[config.mk]
export PLATFORM = sky130hd
export DESIGN_NAME = event_priority_encoder_flat
export DESIGN_NICKNAME = d
export VERILOG_FILES = /design/src/rtl/event_priority_encoder_if.sv /design/src/rtl/event_priority_encoder.sv /design/src/flat_wrapper.sv
export SDC_FILE = /design/constraint.sdc
export NUM_CORES = 1
export LEC_CHECK = 0
export BUFFER_PORTS_ARGS = -buffer_cell sky130_fd_sc_hd__buf_4
export CAP_MARGIN = 20
export CORE_ASPECT_RATIO = 1.25
export CORE_MARGIN = 10
export CORE_UTILIZATION = 23
export CTS_CLUSTER_SIZE = 10
export DETAILED_ROUTE_END_ITERATION = 7
export PLACE_DENSITY = 0.39
export SYNTH_ARGS = -nofsm -noshare
export SYNTH_HDL_FRONTEND = slang
export SYNTH_SLANG_ARGS = --single-unit
[constraint.sdc]
create_clock -name clk -period 2.6 [get_ports clk]
set_input_delay 0.26 -clock clk [delete_from_list [all_inputs] [get_ports clk]]
set_output_delay 0.26 -clock clk [all_outputs]
set_load 0.01 [all_outputs]
[src/rtl/event_priority_encoder_if.sv]
`default_nettype none
// ============================================================================
//  Module      : event_priority_encoder_if
//  Description : Request lines, valid/ready grant handshake and status for the
//                event priority encoder.
//  Revision    : 1.0  initial release
// ============================================================================
interface event_priority_encoder_if #(
    parameter int N     = 8,
    parameter int IDX_W = 3
);
    logic [N-1:0]     in;
    logic [IDX_W-1:0] out;
    logic             valid;
    logic             ready;
    logic             multi;
    logic             overflow;
    logic [N-1:0]     pending;

    // Encoder side: sees requests and ready, drives the grant and status.
    modport master (
        input  in,
        input  ready,
        output out,
        output valid,
        output multi,
        output overflow,
        output pending
    );

    // Source/consumer side.
    modport slave (
        output in,
        output ready,
        input  out,
        input  valid,
        input  multi,
        input  overflow,
        input  pending
    );
endinterface
`default_nettype wire

[src/rtl/event_priority_encoder.sv]
`default_nettype none
// ============================================================================
//  Module      : event_priority_encoder
//  Description : Captures rising edges on N request lines into a sticky
//                pending vector and presents them one at a time as a binary
//                index over a valid/ready handshake, lowest- or highest-index
//                first.
//  Revision    : 1.0  initial release
// ============================================================================
module event_priority_encoder #(
    parameter int N     = 8,
    parameter int IDX_W = 3,
    parameter int MODE  = 0
) (
    input wire logic                  clk,
    input wire logic                  rst_n,
    event_priority_encoder_if.master  bus
);

    logic [N-1:0]     r_in_prev;
    logic [N-1:0]     r_pending;
    logic [IDX_W-1:0] r_out;
    logic             r_valid;
    logic             r_overflow;

    logic [N-1:0]     w_rise;
    logic             w_acc;
    logic [N-1:0]     w_clr;
    logic [N-1:0]     w_pending_nx;
    logic [IDX_W-1:0] w_enc;

    // Edge detect, accept decode and next pending vector.
    always_comb begin
        w_rise       = bus.in & ~r_in_prev;
        w_acc        = r_valid & bus.ready;
        w_clr        = w_acc ? (N'(1) << r_out) : '0;
        // A rise on the bit being cleared keeps it set: it is a new event.
        w_pending_nx = (r_pending & ~w_clr) | w_rise;
    end

    // Priority encode of the next pending vector; empty vector encodes to 0.
    generate
        if (MODE == 0) begin : g_lowest_first
            always_comb begin
                w_enc = '0;
                for (int i = N - 1; i >= 0; i--) begin
                    if (w_pending_nx[i]) w_enc = IDX_W'(i);
                end
            end
        end else begin : g_highest_first
            always_comb begin
                w_enc = '0;
                for (int i = 0; i < N; i++) begin
                    if (w_pending_nx[i]) w_enc = IDX_W'(i);
                end
            end
        end
    endgenerate

    // State update; the output register only reloads when empty or accepted,
    // so a presented index stays stable under backpressure.
    always_ff @(posedge clk) begin
        if (!rst_n) begin
            r_in_prev  <= '0;
            r_pending  <= '0;
            r_out      <= '0;
            r_valid    <= 1'b0;
            r_overflow <= 1'b0;
        end else begin
            r_in_prev  <= bus.in;
            r_pending  <= w_pending_nx;
            r_overflow <= |(w_rise & r_pending & ~w_clr);
            if (!r_valid || w_acc) begin
                r_out   <= w_enc;
                r_valid <= |w_pending_nx;
            end
        end
    end

    assign bus.out      = r_out;
    assign bus.valid    = r_valid;
    assign bus.overflow = r_overflow;
    assign bus.pending  = r_pending;
    // More than one bit set: clearing the lowest set bit leaves something.
    assign bus.multi    = |(r_pending & (r_pending - N'(1)));

endmodule
`default_nettype wire
[src/flat_wrapper.sv]
// flat-port wrapper written by rule: the top's interface ports become plain ports
module event_priority_encoder_flat 
#(
    parameter int N     = 8,
    parameter int IDX_W = 3,
    parameter int MODE  = 0
)
  (clk, rst_n, bus_in, bus_ready, bus_out, bus_valid, bus_multi, bus_overflow, bus_pending);
  event_priority_encoder_if #(.N(N), .IDX_W(IDX_W)) bus_i ();
  input wire logic clk;
  input wire logic rst_n;
  input wire logic [$bits(bus_i.in)-1:0] bus_in;
  input wire logic [$bits(bus_i.ready)-1:0] bus_ready;
  output wire logic [$bits(bus_i.out)-1:0] bus_out;
  output wire logic [$bits(bus_i.valid)-1:0] bus_valid;
  output wire logic [$bits(bus_i.multi)-1:0] bus_multi;
  output wire logic [$bits(bus_i.overflow)-1:0] bus_overflow;
  output wire logic [$bits(bus_i.pending)-1:0] bus_pending;
  assign bus_i.in = bus_in;
  assign bus_i.ready = bus_ready;
  assign bus_out = bus_i.out;
  assign bus_valid = bus_i.valid;
  assign bus_multi = bus_i.multi;
  assign bus_overflow = bus_i.overflow;
  assign bus_pending = bus_i.pending;
  event_priority_encoder #(.N(N), .IDX_W(IDX_W), .MODE(MODE)) u_core (.clk(clk), .rst_n(rst_n), .bus(bus_i));
endmodule
=== Word level (Yosys, flattened, before mapping) ===
Cells that the tools add are included.

* Muxes and demuxes: 9
* Reduce and logical (&&, ||, !) cells: 5
* Add/sub/neg operators: 1
* Bitwise logic cells: 9
* Shift operators: 1

{| class="wikitable"
|+ Operators by type and width
! cell !! number
|-
| $and 8x8->8 || 5
|-
| $mux 3 || 8
|-
| $reduce_or 8->1 || 3
|-
| $not 8->8 || 2
|-
| $mux 8 || 1
|-
| $or 8x8->8 || 1
|-
| $shl 1x3->8 const A || 1
|-
| $sub 8x1->8 const B || 1
|-
| $and 1x1->1 || 1
|-
| $logic_not 1->1 || 1
|-
| $logic_or 1x1->1 || 1
|}

* Register bits: 21
* Input port bits: 11

=== Depth between registers and ports, before layout ===
* Word-level depth: 13
* Depth in mapped cells: 5
* Depth with buffers taken out: 5

=== Worst setup path before layout ===
No wires, ideal clock.

* Kind: reg2reg
* Start point: register u_core.r_out[0], in the netlist u_core.bus.out[0]
* End point: register u_core.r_out[2], in the netlist u_core.bus.out[2]
* Arrival: 1.465 ns
* Cell stages (with the launch flop): 6
* Clock period less this slack: 1.537 ns
* Setup time: 0.072 ns
* Path buffers: 0
* Path slack: 1.063 ns
* Cell sequence: dfxtp_1 > or3b_1 > o21a_1 > and4bb_1 > o2111ai_1 > a21oi_1

* Word-level cells in the longest chain between the ends: 13

{| class="wikitable"
|+ Ends and longest elaborated chain
! what !! RTL line !! source
|-
| start: declaration || event_priority_encoder.sv:22 || <nowiki>logic [IDX_W-1:0] r_out;</nowiki>
|-
| start signal: assignment || event_priority_encoder.sv:74 || <nowiki>r_out <= w_enc;</nowiki>
|-
| $shl 1x3->8 (*) || event_priority_encoder.sv:36 || <nowiki>w_clr = w_acc ? (N'(1) << r_out) : '0;</nowiki>
|-
| $mux 8 (*) || event_priority_encoder.sv:36 ||
|-
| $not 8->8 (*) || event_priority_encoder.sv:38 || <nowiki>w_pending_nx = (r_pending & ~w_clr) | w_rise;</nowiki>
|-
| $and 8x8->8 (*) || event_priority_encoder.sv:38 ||
|-
| $or 8x8->8 (*) || event_priority_encoder.sv:38 ||
|-
| $mux 3 (7 in a row) || event_priority_encoder.sv:47 || <nowiki>if (w_pending_nx[i]) w_enc = IDX_W'(i);</nowiki>
|-
| $mux 3 (*) || event_priority_encoder.sv:47 ||
|}

Every way passes the cells marked *; elsewhere a longest branch is shown, timed or not.
A chain may end at the register's enable or synchronous reset.

=== Worst setup path in the final report ===
* Start point: register u_core.r_pending[2], in the netlist u_core.bus.pending[2]
* End point: output bus_multi

* Word-level cells in the longest chain between the ends: 3

{| class="wikitable"
|+ Ends and longest elaborated chain
! what !! RTL line !! source
|-
| start: declaration || event_priority_encoder.sv:21 || <nowiki>logic [N-1:0] r_pending;</nowiki>
|-
| start signal: assignment || event_priority_encoder.sv:71 || <nowiki>r_pending <= w_pending_nx;</nowiki>
|-
| $sub 8x1->8 || event_priority_encoder.sv:85 || <nowiki>assign bus.multi = |(r_pending & (r_pending - N'(1)));</nowiki>
|-
| $and 8x8->8 (*) || event_priority_encoder.sv:85 ||
|-
| $reduce_or 8->1 (*) || event_priority_encoder.sv:85 ||
|-
| end: declaration || flat_wrapper.sv:16 || <nowiki>output wire logic [$bits(bus_i.multi)-1:0] bus_multi;</nowiki>
|}

Marked as above.

==> impl_summary.md <==
Timing
Setup repair after global routing left no endpoint under its margin. The timing-limited maximum frequency is 488 MHz. The final number of setup-violating endpoints is 0. The max-slew violation total from the final report is 0.

For the final database, setup skew stands at 6.38 ps. The worst path needs 2050 ps of the cycle, external delays included. Hold is met by between 150 and 200 ps. For the pin with the worst max-slew slack, the measured transition is 582 ps. Measured against its own limit, the worst slew margin works out to 60.8%. The final hold violation count is 0. After layout, the worst path uses between 70% and 80% of the clock period. The summed negative setup slack over all endpoints is 0 ps.

Placed design
After detailed placement, the design holds a cell count of 181. The routability congestion estimate from global placement is around 0.90. The half-perimeter wire length after placement is between 2000 and 2500 um.

The number of buffer cells added on primary ports is 24.

Clock network
The number of levels the H-tree was split into is 1. The cell chosen for the clock root is sky130_fd_sc_hd__clkbuf_8. The clock sink total is 21.

The number of clock buffers inserted by TritonCTS is 3. Once the clock tree was built, the setup fixing pass inserted 0 buffers. The clock network latency to the later pin of the worst-skew pair is 270 ps. Once the clock tree was built, the resizer swapped 0 gates to a different size. The maximum clock path buffer count is 2. Buffers inserted to repair hold after CTS numbered 0. After clock tree synthesis, the clock-pin slew on the worst setup and hold paths is 80 ps. The TritonCTS clock tree is yes.

Floorplan
The initial cell density of the core is 24.3%. The die covers 7070 um^2. The number of cell rows is 25. The width of the die is 77.2 um. The area of the core region is 3880 um^2. The number of top-level pins is 25. The die is 91.6 um tall.

Global route
The via count of the first global-routing pass was 846. The all-layer global routing usage is 7.44%. Entering global routing, the biggest net connects 14 pins. The wire length of the first global-routing pass is between 4000 and 5000 um. After global routing the overflow that remains totals 0. The number of antenna violations at the first check in global routing came to 0.

Logic synthesis
The mean cell area of the mapped netlist is 9.06 um^2. The post-synthesis async set-or-reset flop share is 0%. The most common cell in the synthesized netlist is sky130_fd_sc_hd__dfxtp_1. The commonest cells after synthesis are sky130_fd_sc_hd__dfxtp_1 (21), sky130_fd_sc_hd__and2_1 (10), sky130_fd_sc_hd__nor2_1 (8), sky130_fd_sc_hd__nand2_1 (6), sky130_fd_sc_hd__o21ai_0 (6).

Summed over all instances, the cell type with the most area after synthesis is sky130_fd_sc_hd__dfxtp_1. Counting distinct cell types in the post-synthesis netlist gives 36. The number of cells produced by synthesis is about 100. The post-synth design cell area is 942 um^2.

By area the synthesized netlist is led by sky130_fd_sc_hd__dfxtp_1 (45%), sky130_fd_sc_hd__and2_1 (6.6%), sky130_fd_sc_hd__or2b_2 (3.7%), sky130_fd_sc_hd__o21ai_0 (3.2%), sky130_fd_sc_hd__nor2_1 (3.2%). After synthesis, the largest area contributor takes up 44.6% of total cell area. In this run, synthesis inferred 0 flip-flops with an integrated enable. The total number of yosys warnings is 0. The number of nets in the synthesized netlist is ~120. The most instantiated flip-flop cell in the synthesis netlist is sky130_fd_sc_hd__dfxtp_1. After synthesis, flip-flops and latches occupy 44.6% of the total area.

After synthesis the netlist holds a flip-flop and latch count of 21.

Final layout
The count of antenna diodes in the layout is 0. From synthesis to final layout, the design area changed by 30.7%. The layout has 442 filler cells. The total number of nets in the final design is roughly 140. Cells with a size suffix above 1 make up 28.2% of the layout. The number of standard cells in the layout, taps in and fillers out is 185.

Setup path
In this run the critical register-to-register path is captured at u_core.bus.out[2]$_SDFFE_PN0P_. The critical path starts at u_core.bus.pending[2]$_SDFF_PN0_. For this design, the slowest cell found on the critical path is sky130_fd_sc_hd__dfxtp_1.

The internal reg-to-reg setup slack is 860 ps. The cell repeated most along the worst path is sky130_fd_sc_hd__nor3_1. At the worst endpoint, the arrival time is about 1800 ps.

The startpoint identified for the worst register-to-register timing path is u_core.bus.out[1]$_SDFFE_PN0P_. Measured in cells, the most critical reg-to-reg path has a length of 5. STA classifies the critical path startpoint as a flip-flop. The worst setup path is captured at an output port. The setup path with the least slack is of type flip-flop to output port.

Following the worst setup path forward leads to its endpoint at bus_multi. The kind of cell with the highest combined delay on the critical path is simple AND/OR/NAND/NOR gates. Traced cell by cell, the critical path runs through nor3_1 -> nand2b_1 -> maj3_1 -> nor3_1 -> o22ai_1 -> buf_4. For the worst setup path, the data required time is 2340 ps. The number of buffer and inverter stages on the critical path is 1. The top fanout value on the critical path is 4. The delay of the slowest cell on the worst path is 350 ps. The total stage count of the critical path is 6.

Route
The number of vias after detailed routing is 861. In this run, the number of DRC markers left after iteration 0 of detailed routing was 70. For this run, design rule violations remaining after detail routing come to 0. The routed design has 2660 um of wire. The detail-routed via count per cell is roughly 4.7. Dividing the detail-routed wire length by the instance count gives 14.4 um.

The number of nets with antenna violations after detailed routing is 0. The first detailed-routing pass ran for 4 iterations.

Run
The tool flagged a number of max-cap violations equal to 0.

Pwr
The leakage power is 0.488 nW. The maximum vdd ir drop is 0.153 mV. Dividing total power by cell area gives a power density of 585 nW/um^2.

Outcome
The flow ran to the end, and the final reports show no timing, DRC or antenna violations.

Hold path
In this run the worst hold path is classified as primary input to flip-flop.
## worst min path at each step
stage | start | to | slack, ps | cells past startpoint
2_1_floorplan | rst_n | u_core.bus.out[0]$_SDFFE_PN0P_ | 380 | 2
3_3_place_gp | bus_in[7] | u_core.r_in_prev[7]$_SDFF_PN0_ | 470 | 2
3_5_place_dp | bus_in[1] | u_core.r_in_prev[1]$_SDFF_PN0_ | 470 | 2
4_1_cts | bus_in[1] | u_core.r_in_prev[1]$_SDFF_PN0_ | 190 | 2
5_1_grt | bus_in[0] | u_core.r_in_prev[0]$_SDFF_PN0_ | 190 | 2
6_report | bus_in[1] | u_core.r_in_prev[1]$_SDFF_PN0_ | 200 | 2
## layout make-up
cell class	instances	area (um^2)	area share [%]
multi-input combinational	80	510	41.5
sequential	21	420	34.1
timing repair buffer	24	180	14.6
tap	54	67.6	5.49
clock buffer	4	45.0	3.66
inverter	2	7.51	0.610
## sequential cells by signal, summed over array words and instances (netlist names)
signal / flops
u_core.bus.overflow: 1
u_core.r_in_prev: 8
u_core.bus.out: 3
u_core.bus.pending: 8
u_core.bus.valid: 1
## per-stage QoR
| stage | area (um^2) | worst slack, ps | total power [mW] | util (%) |
|---|---|---|---|---|
| 6_report | 1230 | 550 | 0.720 | 31.7 |
| 5_1_grt | 1230 | 402 | 0.760 | 31.7 |
| 2_1_floorplan | 942 | 1060 | 0.447 | - |
| 3_3_place_gp | 1190 | 863 | 0.514 | 30.6 |
| 4_1_cts | 1230 | 528 | 0.731 | 31.7 |
| 3_5_place_dp | 1190 | 831 | 0.513 | 30.6 |
## cell families after synthesis
kind of cell,Yosys count,synth area share (%)
AOI/OAI and AO/OA,29,20.5
DFF,21,44.6
adders and majority gates,2,2.12
buffers and inverters,3,1.19
and+or+nand+nor,49,31.6
## placed cells by master, fill, tap and decap left out, types with 2 or more instances in the layout
master / n
sky130_fd_sc_hd__buf_4: 24
sky130_fd_sc_hd__nand2b_1: 2
sky130_fd_sc_hd__nor2_1: 8
sky130_fd_sc_hd__nor3_1: 2
sky130_fd_sc_hd__clkbuf_8: 3
sky130_fd_sc_hd__o22ai_1: 3
sky130_fd_sc_hd__nand3_1: 2
sky130_fd_sc_hd__maj3_1: 2
sky130_fd_sc_hd__or2_2: 3
sky130_fd_sc_hd__and2_1: 10
sky130_fd_sc_hd__o21ai_1: 2
sky130_fd_sc_hd__a41oi_1: 2
sky130_fd_sc_hd__nand4_1: 3
sky130_fd_sc_hd__a21oi_1: 4
sky130_fd_sc_hd__o21a_1: 4
sky130_fd_sc_hd__or2b_2: 4
sky130_fd_sc_hd__o21ai_0: 6
sky130_fd_sc_hd__nand3b_1: 2
sky130_fd_sc_hd__dfxtp_1: 21
sky130_fd_sc_hd__nand2_1: 6
## worst register-to-register path: stages (launching register included)
cell and delay, ps:
sky130_fd_sc_hd__dfxtp_1 360, sky130_fd_sc_hd__nand3b_1 190, sky130_fd_sc_hd__o21ai_0 490, sky130_fd_sc_hd__and4bb_1 320, sky130_fd_sc_hd__o2111ai_1 160, sky130_fd_sc_hd__a21oi_1 150
## metal layers
metal / GRT usage (%) / vias up / share of wire, %
met5: 0 / - / 0
met4: 4.12 / 0 / 2.3
met3: 2.76 / 5 / 7.1
met2: 12.4 / 27 / 50
met1: 7.95 / 397 / 41
li1: - / 432 / -
## power by group
part / total, mW / switching (mW) / internal [mW]
clock: 0.216 / 0.107 / 0.109
combinational: 0.144 / 0.0729 / 0.0716
sequential: 0.359 / 0.0161 / 0.343
No activity file was read; power rests on OpenSTA's default activity.
